--- src/rtl/mainfsm.sv ---
// Multicycle ARM main controller: Moore FSM sequencing fetch/decode/execute/memory/writeback
// and decoding datapath selects and raw write enables from the state register.
module mainfsm (
  input  logic       clk,
  input  logic       reset,
  input  logic [1:0] Op,
  input  logic [5:0] Funct,
  output logic       IRWrite,
  output logic       AdrSrc,
  output logic       ALUSrcA,
  output logic [1:0] ALUSrcB,
  output logic [1:0] ResultSrc,
  output logic       ALUOp,
  output logic       NextPC,
  output logic       RegW,
  output logic       MemW,
  output logic       Branch,
  output logic       InstrDone,
  output logic [3:0] State
);

  // state    | meaning
  // FETCH    | read instruction at PC, PC <= PC+4
  // DECODE   | read registers, PC+8 on ALU, pick path from Op
  // MEMADR   | compute base + offset for LDR/STR
  // MEMRD    | read data memory at ALUOut
  // MEMWB    | write loaded data to register file
  // MEMWR    | write data memory at ALUOut
  // EXECUTER | data-processing with register operand
  // EXECUTEI | data-processing with immediate operand
  // ALUWB    | write ALU result to register file
  // BRANCH   | compute branch target, request PC write
  // UNKNOWN  | undefined opcode, parked until reset
  typedef enum logic [3:0] {
    FETCH    = 4'd0,
    DECODE   = 4'd1,
    MEMADR   = 4'd2,
    MEMRD    = 4'd3,
    MEMWB    = 4'd4,
    MEMWR    = 4'd5,
    EXECUTER = 4'd6,
    EXECUTEI = 4'd7,
    ALUWB    = 4'd8,
    BRANCH   = 4'd9,
    UNKNOWN  = 4'd10
  } state_t;

  state_t state, state_next;

  always_ff @(posedge clk) begin
    if (reset) state <= FETCH;
    else       state <= state_next;
  end

  always_comb begin
    state_next = UNKNOWN;
    case (state)
      FETCH:  state_next = DECODE;
      DECODE: begin
        case (Op)
          2'b00:   state_next = Funct[5] ? EXECUTEI : EXECUTER;
          2'b01:   state_next = MEMADR;
          2'b10:   state_next = BRANCH;
          default: state_next = UNKNOWN;
        endcase
      end
      MEMADR:   state_next = Funct[0] ? MEMRD : MEMWR;
      MEMRD:    state_next = MEMWB;
      MEMWB:    state_next = FETCH;
      MEMWR:    state_next = FETCH;
      EXECUTER: state_next = ALUWB;
      EXECUTEI: state_next = ALUWB;
      ALUWB:    state_next = FETCH;
      BRANCH:   state_next = FETCH;
      default:  state_next = UNKNOWN;
    endcase
  end

  always_comb begin
    IRWrite   = 1'b0;
    AdrSrc    = 1'b0;
    ALUSrcA   = 1'b0;
    ALUSrcB   = 2'b00;
    ResultSrc = 2'b00;
    ALUOp     = 1'b0;
    NextPC    = 1'b0;
    RegW      = 1'b0;
    MemW      = 1'b0;
    Branch    = 1'b0;
    InstrDone = 1'b0;
    if (reset) begin
      // selects look like FETCH, but nothing may be written while in reset
      ALUSrcA   = 1'b1;
      ALUSrcB   = 2'b10;
      ResultSrc = 2'b10;
    end else begin
      case (state)
        FETCH: begin
          IRWrite   = 1'b1;
          ALUSrcA   = 1'b1;
          ALUSrcB   = 2'b10;
          ResultSrc = 2'b10;
          NextPC    = 1'b1;
        end
        DECODE: begin
          ALUSrcA   = 1'b1;
          ALUSrcB   = 2'b10;
          ResultSrc = 2'b10;
        end
        MEMADR:   ALUSrcB = 2'b01;
        MEMRD:    AdrSrc  = 1'b1;
        MEMWB: begin
          ResultSrc = 2'b01;
          RegW      = 1'b1;
          InstrDone = 1'b1;
        end
        MEMWR: begin
          AdrSrc    = 1'b1;
          MemW      = 1'b1;
          InstrDone = 1'b1;
        end
        EXECUTER: ALUOp = 1'b1;
        EXECUTEI: begin
          ALUSrcB = 2'b01;
          ALUOp   = 1'b1;
        end
        ALUWB: begin
          RegW      = 1'b1;
          InstrDone = 1'b1;
        end
        BRANCH: begin
          ALUSrcB   = 2'b01;
          ResultSrc = 2'b10;
          Branch    = 1'b1;
          InstrDone = 1'b1;
        end
        default: ;
      endcase
    end
  end

  assign State = state;

endmodule

--- config.mk ---
export PLATFORM = sky130hd
export DESIGN_NAME = mainfsm
export DESIGN_NICKNAME = d
export VERILOG_FILES = /design/src/rtl/mainfsm.sv
export SDC_FILE = /design/constraint.sdc
export NUM_CORES = 1
export LEC_CHECK = 0
export CAP_MARGIN = 10
export CORE_AREA = 2 2 39 41
export DETAILED_ROUTE_END_ITERATION = 8
export DIE_AREA = 0 0 41 43
export PLACE_DENSITY = 0.67
export SLEW_MARGIN = 20
export SYNTH_ARGS = -nofsm -noshare
export SYNTH_HDL_FRONTEND = slang
export SYNTH_SLANG_ARGS = --single-unit
--- constraint.sdc ---
create_clock -name clk -period 4.4 [get_ports clk]
set_input_delay 1.1 -clock clk [delete_from_list [all_inputs] [get_ports clk]]
set_output_delay 1.1 -clock clk [all_outputs]
set_load 0.05 [all_outputs]
==> impl_metrics.py, run 1 <==
metrics = {
    "cells_and_area": {
        "fill_cells": 163,
        "design_area_um2": 561,
        "area_growth_pct": 53.4,
        "drive_gt1_frac": 0.167,
        "final_nets": 78,
        "largest_reg_flops": 4,
        "final_core_util": 0.405,
        "diodes": 0,
        "instances_no_fill": 82,
    },
    "die": {
        "start_util": 0.264,
        "die_y_um": 43,
        "core_um2": 1380,
        "die_w_um": 41,
        "dieArea_um2": 1760,
        "rows": 14,
        "boundaryPins": 27,
    },
    "routing": {
        "top_layer": "met4",
        "drtIter0Drc": 8,
        "vias": 410,
        "route.met2.wl_um": 407,
        "drt_wl_total_um": 915,
        "wl_per_cell_um": 11.2,
        "ant_nets": 0,
        "drtPass1Iterations": 3,
        "drc": 0,
        "wl_met3_um": 68,
        "post_drt_via_cell_ratio": 5.00,
        "m1WireLength_um": 421,
    },
    "worst_hold_path": {
        "hold_path.class": "flip-flop to flip-flop",
    },
    "setup_path": {
        "critPathLaunch": "reset",
        "crit_path_end": "RegW",
        "required_ns": 3.30,
        "worst_setup_path_end_kind": "output pin",
        "timing.rr.start": "State[0]",
        "path_class": "input port to output pin",
        "ff2ff_path_depth": 3,
        "ff2ff_setup_slack_ns": 2.79,
        "startpoint_type": "input port",
        "reg2reg_to": "State[2]",
        "arrival_ns": 2.91,
        "cp_max_fo": 9,
    },
    "global_routing": {
        "antenna_found_initial": 0,
        "grt_pass1_vias": 356,
        "grt_max_degree": 17,
        "grt-ovfl-total": 0,
        "gr-usage-all-layers": 0.126,
        "grt_pass1_wl_um": 1530,
    },
    "sta": {
        "maxClockFrequency_mhz": 250,
        "layout_min_cycle_time_ns": 4.01,
        "worstMarginPinSlew_ns": 0.514,
        "setup_viol": 0,
        "fin_skew_ns": 0.00530,
        "hold_ws_ns": 0.609,
        "hold_viol_final": 0,
        "drv_slew": 0,
        "finalWorstSetupSlack_ns": 0.393,
        "fin_crit_sh": 0.911,
        "rsz0062_at_grt": "no",
        "slew_headroom": 0.657,
        "finalSetupTns_ns": 0,
    },
    "yosys": {
        "synth-edff-count": 0,
        "yosys.area_share.simple": 0.342,
        "synthMuxAreaShare": 0,
        "synth_compound_area_frac": 0.219,
        "syn_area_per_cell_um2": 7.77,
        "yosys_warnings": 0,
        "syn_area_um2": 365,
        "synth-seq-cells": 4,
        "syn_inst": 47,
        "synth_cell_types": 28,
        "synth-seq-area-share": 0.219,
        "synth_nets": 57,
        "synthFlopType": "dfxtp_1",
        "synth_top_family_by_area": "simple AND/OR/NAND/NOR gates",
        "synth_fa_ha_area_frac": 0,
        "synthArstFlopShare": 0,
        "synth_xor_area_frac": 0.0479,
    },
    "clocking": {
        "cts_max_level": 1,
        "clockBufferDepth": 2,
        "insertion_delay_ns": 0.24,
        "post_cts_buffers": 0,
        "postCtsHoldBufs": 0,
        "ctsResizeCount": 0,
        "clk_pin_slew_worst_paths_ns": 0.03,
        "tritoncts": "yes",
        "cts_buffers": 3,
        "cts_sinks": 4,
        "clock_tree.root_cell": "clkbuf_4",
    },
    "power_and_ir_drop": {
        "leakagePower_nw": 0.223,
        "p_int_uw": 134,
        "power_frac_seq": 0.233,
        "p_sw_uw": 146,
        "peakVddDrop_mv": 0.151,
        "swShare": 0.521,
        "p_total_uw": 280,
        "comb_power_share": 0.600,
        "pwr-share-clk": 0.166,
        "powerDensity_nw_per_um2": 500,
    },
    "placed_design": {
        "gp_congestion": 0.783,
        "place_inst": 79,
        "io_buffers": 22,
        "postPlaceCellArea_um2": 538,
        "dpl.hpwl_um": 671,
        "place_ws_ns": 0.396,
    },
    "run": {
        "max_cap_viol_count": 0,
    },
    "run_status": {
        "status": "finished, final reports clean",
    },
}
[cell type report]
class | count | area [um2] | area share
clock buffer | 3 | 22.5 | 0.0402
multi-input combinational | 35 | 223 | 0.397
sequential | 4 | 80.1 | 0.143
inverter | 2 | 7.51 | 0.0134
timing repair buffer | 22 | 208 | 0.371
tap | 16 | 20.0 | 0.0357
[synthesized netlist by cell type (2+ instances only)]
master	n	share of area
nand2_1	3	0.031
nor2_1	4	0.041
o21ai_0	4	0.055
nor4_1	2	0.034
dfxtp_1	4	0.22
buf_6	2	0.062
a211oi_1	3	0.062
nand2b_1	3	0.051
inv_1	2	0.021
buf_4	2	0.041
[worst max-delay path: stages]
cell             delay (ns)
clkdlybuf4s50_1        0.57
a211oi_1               0.27
nor2b_1                0.16
clkdlybuf4s50_1        0.80
[placed cells by master (no fill, tap or decap)]
| cell | instances |
|---|---|
| nand2_1 | 3 |
| o21ai_0 | 4 |
| xor2_1 | 1 |
| a21o_1 | 1 |
| dfxtp_1 | 4 |
| nor2_1 | 4 |
| a41o_1 | 1 |
| clkdlybuf4s50_1 | 17 |
| clkbuf_4 | 3 |
| a31oi_1 | 1 |
| nand3_1 | 1 |
| nor4_1 | 2 |
| xnor2_1 | 1 |
| a311oi_1 | 1 |
| or2_2 | 1 |
| buf_4 | 5 |
| a21oi_1 | 1 |
| inv_1 | 2 |
| a211oi_1 | 3 |
| and4_1 | 1 |
| or2b_2 | 1 |
| nand2b_1 | 3 |
| or4_1 | 1 |
| or3b_4 | 1 |
| nor4b_1 | 1 |
| nor2b_1 | 1 |
| nor3_1 | 1 |
[power groups by stage]
stage	Sequential, mW	Combinational, mW	Clock [mW]
finish	0.0654	0.168	0.0466
global route	0.0689	0.178	0.0518
CTS	0.0657	0.169	0.0487
detailed placement	0.0662	0.169	0
global placement	0.0659	0.168	0
floorplan	0.0753	0.121	0
[routing by layer]
metal | GRT usage | up-vias
met5 | 0 | -
met4 | 0.0867 | 0
met3 | 0.0366 | 2
met2 | 0.153 | 16
met1 | 0.181 | 185
li1 | - | 207
[cells by family (layout without fill, tap and decap cells)]
group                     after synthesis  in the layout
and+or+nand+nor                        21             21
buffers and inverters                   8             27
DFF                                     4              4
AOI/OAI and AO/OA                      12             12
xor gates and xnor gates                2              2
[worst min path at each step]
stage	slack (ns)	start	end	depth (start not counted)
floorplan	0.79	State[3]	State[3]	2
finish	0.61	State[3]	State[3]	2
global placement	0.61	State[3]	State[3]	2
CTS	0.61	State[3]	State[3]	2
detailed placement	0.61	State[3]	State[3]	2
global route	0.67	State[3]	State[3]	2
Power figures use the tool's default switching activity.
==> inputs of run 2 (changes only) <==
--- a/config.mk
+++ b/config.mk
@@ -5,11 +5,12 @@
 export SDC_FILE = /design/constraint.sdc
 export NUM_CORES = 1
 export LEC_CHECK = 0
+export ABC_AREA = 1
 export CAP_MARGIN = 10
 export CORE_AREA = 2 2 39 41
 export DETAILED_ROUTE_END_ITERATION = 8
 export DIE_AREA = 0 0 41 43
-export PLACE_DENSITY = 0.67
+export PLACE_DENSITY = 0.68
 export SLEW_MARGIN = 20
 export SYNTH_ARGS = -nofsm -noshare
 export SYNTH_HDL_FRONTEND = slang
==> constraint.sdc (replaced) <==
create_clock -name clk -period 4.4 [get_ports clk]
set_input_delay 1.32 -clock clk [delete_from_list [all_inputs] [get_ports clk]]
set_output_delay 1.32 -clock clk [all_outputs]
set_load 0.05 [all_outputs]
==> run 2 against run 1 <==
  * Sequential power down 27%
  * Via count up 18%
  * First-iteration DRC count up 75%
  * Flip-flop and latch count unchanged
  * Wire length up 4.2%
  * Combinational power down 20%
  * Global-route usage up 0.49 points
  * Final area up 23%
  * Die area unchanged
  * Worst hold slack better by 0.087 ns
  * Critical endpoint is now NextPC
  * Largest power group unchanged
  * Highest routed layer unchanged
==> impl_metrics.py, run 2 <==
metrics = {
    "sta": {
        "slew_headroom": 0.670,
        "finalWorstSetupSlack_ns": 0.563,
        "fin_crit_sh": 0.872,
        "fin_skew_ns": 0.00388,
        "rsz0062_at_grt": "no",
        "layout_min_cycle_time_ns": 3.84,
        "worstMarginPinSlew_ns": 0.493,
        "drv_slew": 0,
        "setup_viol": 0,
        "hold_viol_final": 0,
        "finalSetupTns_ns": 0,
        "maxClockFrequency_mhz": 261,
    },
    "routing": {
        "drtIter0Drc": 14,
        "drt_wl_total_um": 953,
        "post_drt_via_cell_ratio": 4.63,
        "drtPass1Iterations": 4,
        "drc": 0,
        "wl_per_cell_um": 9.16,
        "ant_nets": 0,
        "vias": 482,
    },
    "worst_hold_path": {
        "hold_path.class": "flip-flop to flip-flop",
    },
    "global_routing": {
        "grt-ovfl-total": 0,
        "grt_max_degree": 9,
        "grt_pass1_wl_um": 1610,
        "grt_pass1_vias": 419,
        "antenna_found_initial": 0,
        "gr-usage-all-layers": 0.131,
    },
    "placed_design": {
        "place_inst": 101,
        "dpl.hpwl_um": 766,
        "postPlaceCellArea_um2": 669,
        "place_ws_ns": 0.555,
        "gp_congestion": 0.836,
        "io_buffers": 22,
    },
    "yosys": {
        "yosys_warnings": 0,
        "yosysTopAreaCellShare": 0.214,
        "synth_compound_area_frac": 0.0836,
        "synth_fa_ha_area_frac": 0,
        "synth_cell_types": 17,
        "synth-seq-cells": 4,
        "synth-seq-area-share": 0.214,
        "synth-edff-count": 0,
        "synthMuxAreaShare": 0,
        "synth_area_leaders": "dfxtp_1 (21%), nand2_1 (17%), nand3_1 (11%), nor2_1 (9.0%), inv_1 (7.0%)",
        "syn_area_per_cell_um2": 5.76,
        "yosys.area_share.simple": 0.548,
        "synth_nets": 75,
        "synth_xor_area_frac": 0,
        "syn_area_um2": 374,
        "synthArstFlopShare": 0,
        "yosysMostFrequentCell": "nand2_1",
        "syn_inst": 65,
        "synthFlopType": "dfxtp_1",
        "synth_top_cell_by_area": "dfxtp_1",
        "synth_top_family_by_area": "simple AND/OR/NAND/NOR gates",
        "synth_common_cells": "nand2_1 (17), nor2_1 (9), nand3_1 (8), inv_1 (7), dfxtp_1 (4)",
    },
    "clocking": {
        "postCtsHoldBufs": 0,
        "post_cts_buffers": 0,
        "tritoncts": "yes",
        "cts_buffers": 3,
        "ctsResizeCount": 0,
        "clk_pin_slew_worst_paths_ns": 0.04,
        "clockBufferDepth": 2,
        "cts_sinks": 4,
        "clock_tree.root_cell": "clkbuf_4",
        "cts_max_level": 1,
        "insertion_delay_ns": 0.24,
    },
    "run_status": {
        "status": "finished, final reports clean",
    },
    "setup_path": {
        "critPathLaunch": "reset",
        "required_ns": 3.08,
        "startpoint_type": "input port",
        "timing.rr.start": "State[3]",
        "worstSetupPathDepth": 5,
        "reg2reg_to": "State[0]",
        "cp_max_fo": 6,
        "ff2ff_setup_slack_ns": 3.35,
        "critPathTopFamily": "buffers and inverters",
        "worst_path_max_delay_cell": "clkdlybuf4s50_1",
        "max_stage_delay_ns": 0.42,
        "cp_num_buf_inv": 3,
        "path_class": "input port to output pin",
        "ff2ff_path_depth": 4,
        "crit_chain": "clkdlybuf4s50_1, inv_1, nand2_1, nor2_1, buf_12",
        "worst_setup_path_end_kind": "output pin",
        "arrival_ns": 2.52,
        "crit_path_end": "NextPC",
    },
    "power_and_ir_drop": {
        "pwr-share-clk": 0.201,
        "swShare": 0.460,
        "comb_power_share": 0.588,
        "powerDensity_nw_per_um2": 330,
        "peakVddDrop_mv": 0.172,
        "p_int_uw": 123,
        "p_sw_uw": 105,
        "power_frac_seq": 0.210,
        "leakagePower_nw": 0.325,
    },
    "die": {
        "die_w_um": 41,
        "die_y_um": 43,
        "dieArea_um2": 1760,
        "boundaryPins": 27,
        "core_um2": 1380,
        "start_util": 0.270,
        "rows": 14,
    },
    "cells_and_area": {
        "drive_gt1_frac": 0.295,
        "final_core_util": 0.500,
        "final_nets": 100,
        "diodes": 0,
        "final_common_cell": "nand2_1",
        "design_area_um2": 692,
        "largest_reg_flops": 4,
        "final_cell_mix": "nand2_1 (17), nor2_1 (9), clkdlybuf4s50_1 (9), nand3_1 (8), buf_12 (8)",
        "instances_no_fill": 104,
        "area_growth_pct": 84.9,
    },
    "run": {
        "max_cap_viol_count": 0,
    },
}
==> run 2: cell types whose count changed after synthesis, moves of 3 or more <==
cell and delta:
nand3_1 +7, inv_2 +3, a211oi_1 -3, nor2_1 +5
inv_1 +5, nand2b_1 -3, o21ai_0 -3, nand2_1 +14
==> run 2: power groups by stage <==
stage | Combinational, mW | Clock [mW] | Sequential, mW
global route | 0.142 | 0.0493 | 0.0483
floorplan | 0.0714 | 0 | 0.0600
finish | 0.134 | 0.0460 | 0.0480
global placement | 0.134 | 0 | 0.0483
CTS | 0.135 | 0.0476 | 0.0477
detailed placement | 0.135 | 0 | 0.0481
==> run 2: area by class of cell <==
class	count	area [um2]
Clock buffer	3	22.5
Fill cell	136	692
Inverter	10	37.5
Multi-Input combinational cell	48	236
Sequential cell	4	80.1
Tap cell	16	20.0
Timing Repair Buffer	23	295
==> run 2: cells by family (layout without fill, tap and decap cells) <==
logic type / count (synthesis) / in the layout
DFF: 4 / 4
and+or+nand+nor: 43 / 43
buffers and inverters: 13 / 36
AOI/OAI and AO/OA: 5 / 5
==> run 2: how the worst min path moves through the flow <==
stage / from / end / slack [ns] / depth (start not counted)
2_1_floorplan: State[0] / State[2] / 0.88 / 4
3_3_place_gp: State[1] / State[3] / 0.67 / 3
3_5_place_dp: State[1] / State[3] / 0.67 / 3
4_1_cts: State[1] / State[3] / 0.68 / 3
5_1_grt: State[0] / State[2] / 0.73 / 4
6_report: State[1] / State[3] / 0.70 / 3
==> run 2: worst reg2reg max path, cell delays in order, from the launching register on <==
cell,delay [ns]
dfxtp_1,0.38
nor2_4,0.26
nand2_4,0.07
o21a_1,0.20
nor2_1,0.08
==> run 2: metrics by stage <==
step           power [mW]  hold slack, ns
2_1_floorplan       0.131           0.879
5_1_grt             0.239           0.733
6_report            0.228           0.696
4_1_cts             0.230           0.684
3_3_place_gp        0.183           0.675
3_5_place_dp        0.183           0.670
==> run 2: routing by layer <==
metal / GRT usage / vias to the layer above / part of all wire
li1: - / 250 / -
met5: 0 / - / 0
met3: 0.0157 / 2 / 0.046
met2: 0.206 / 15 / 0.50
met1: 0.167 / 215 / 0.44
met4: 0.0600 / 0 / 0.015
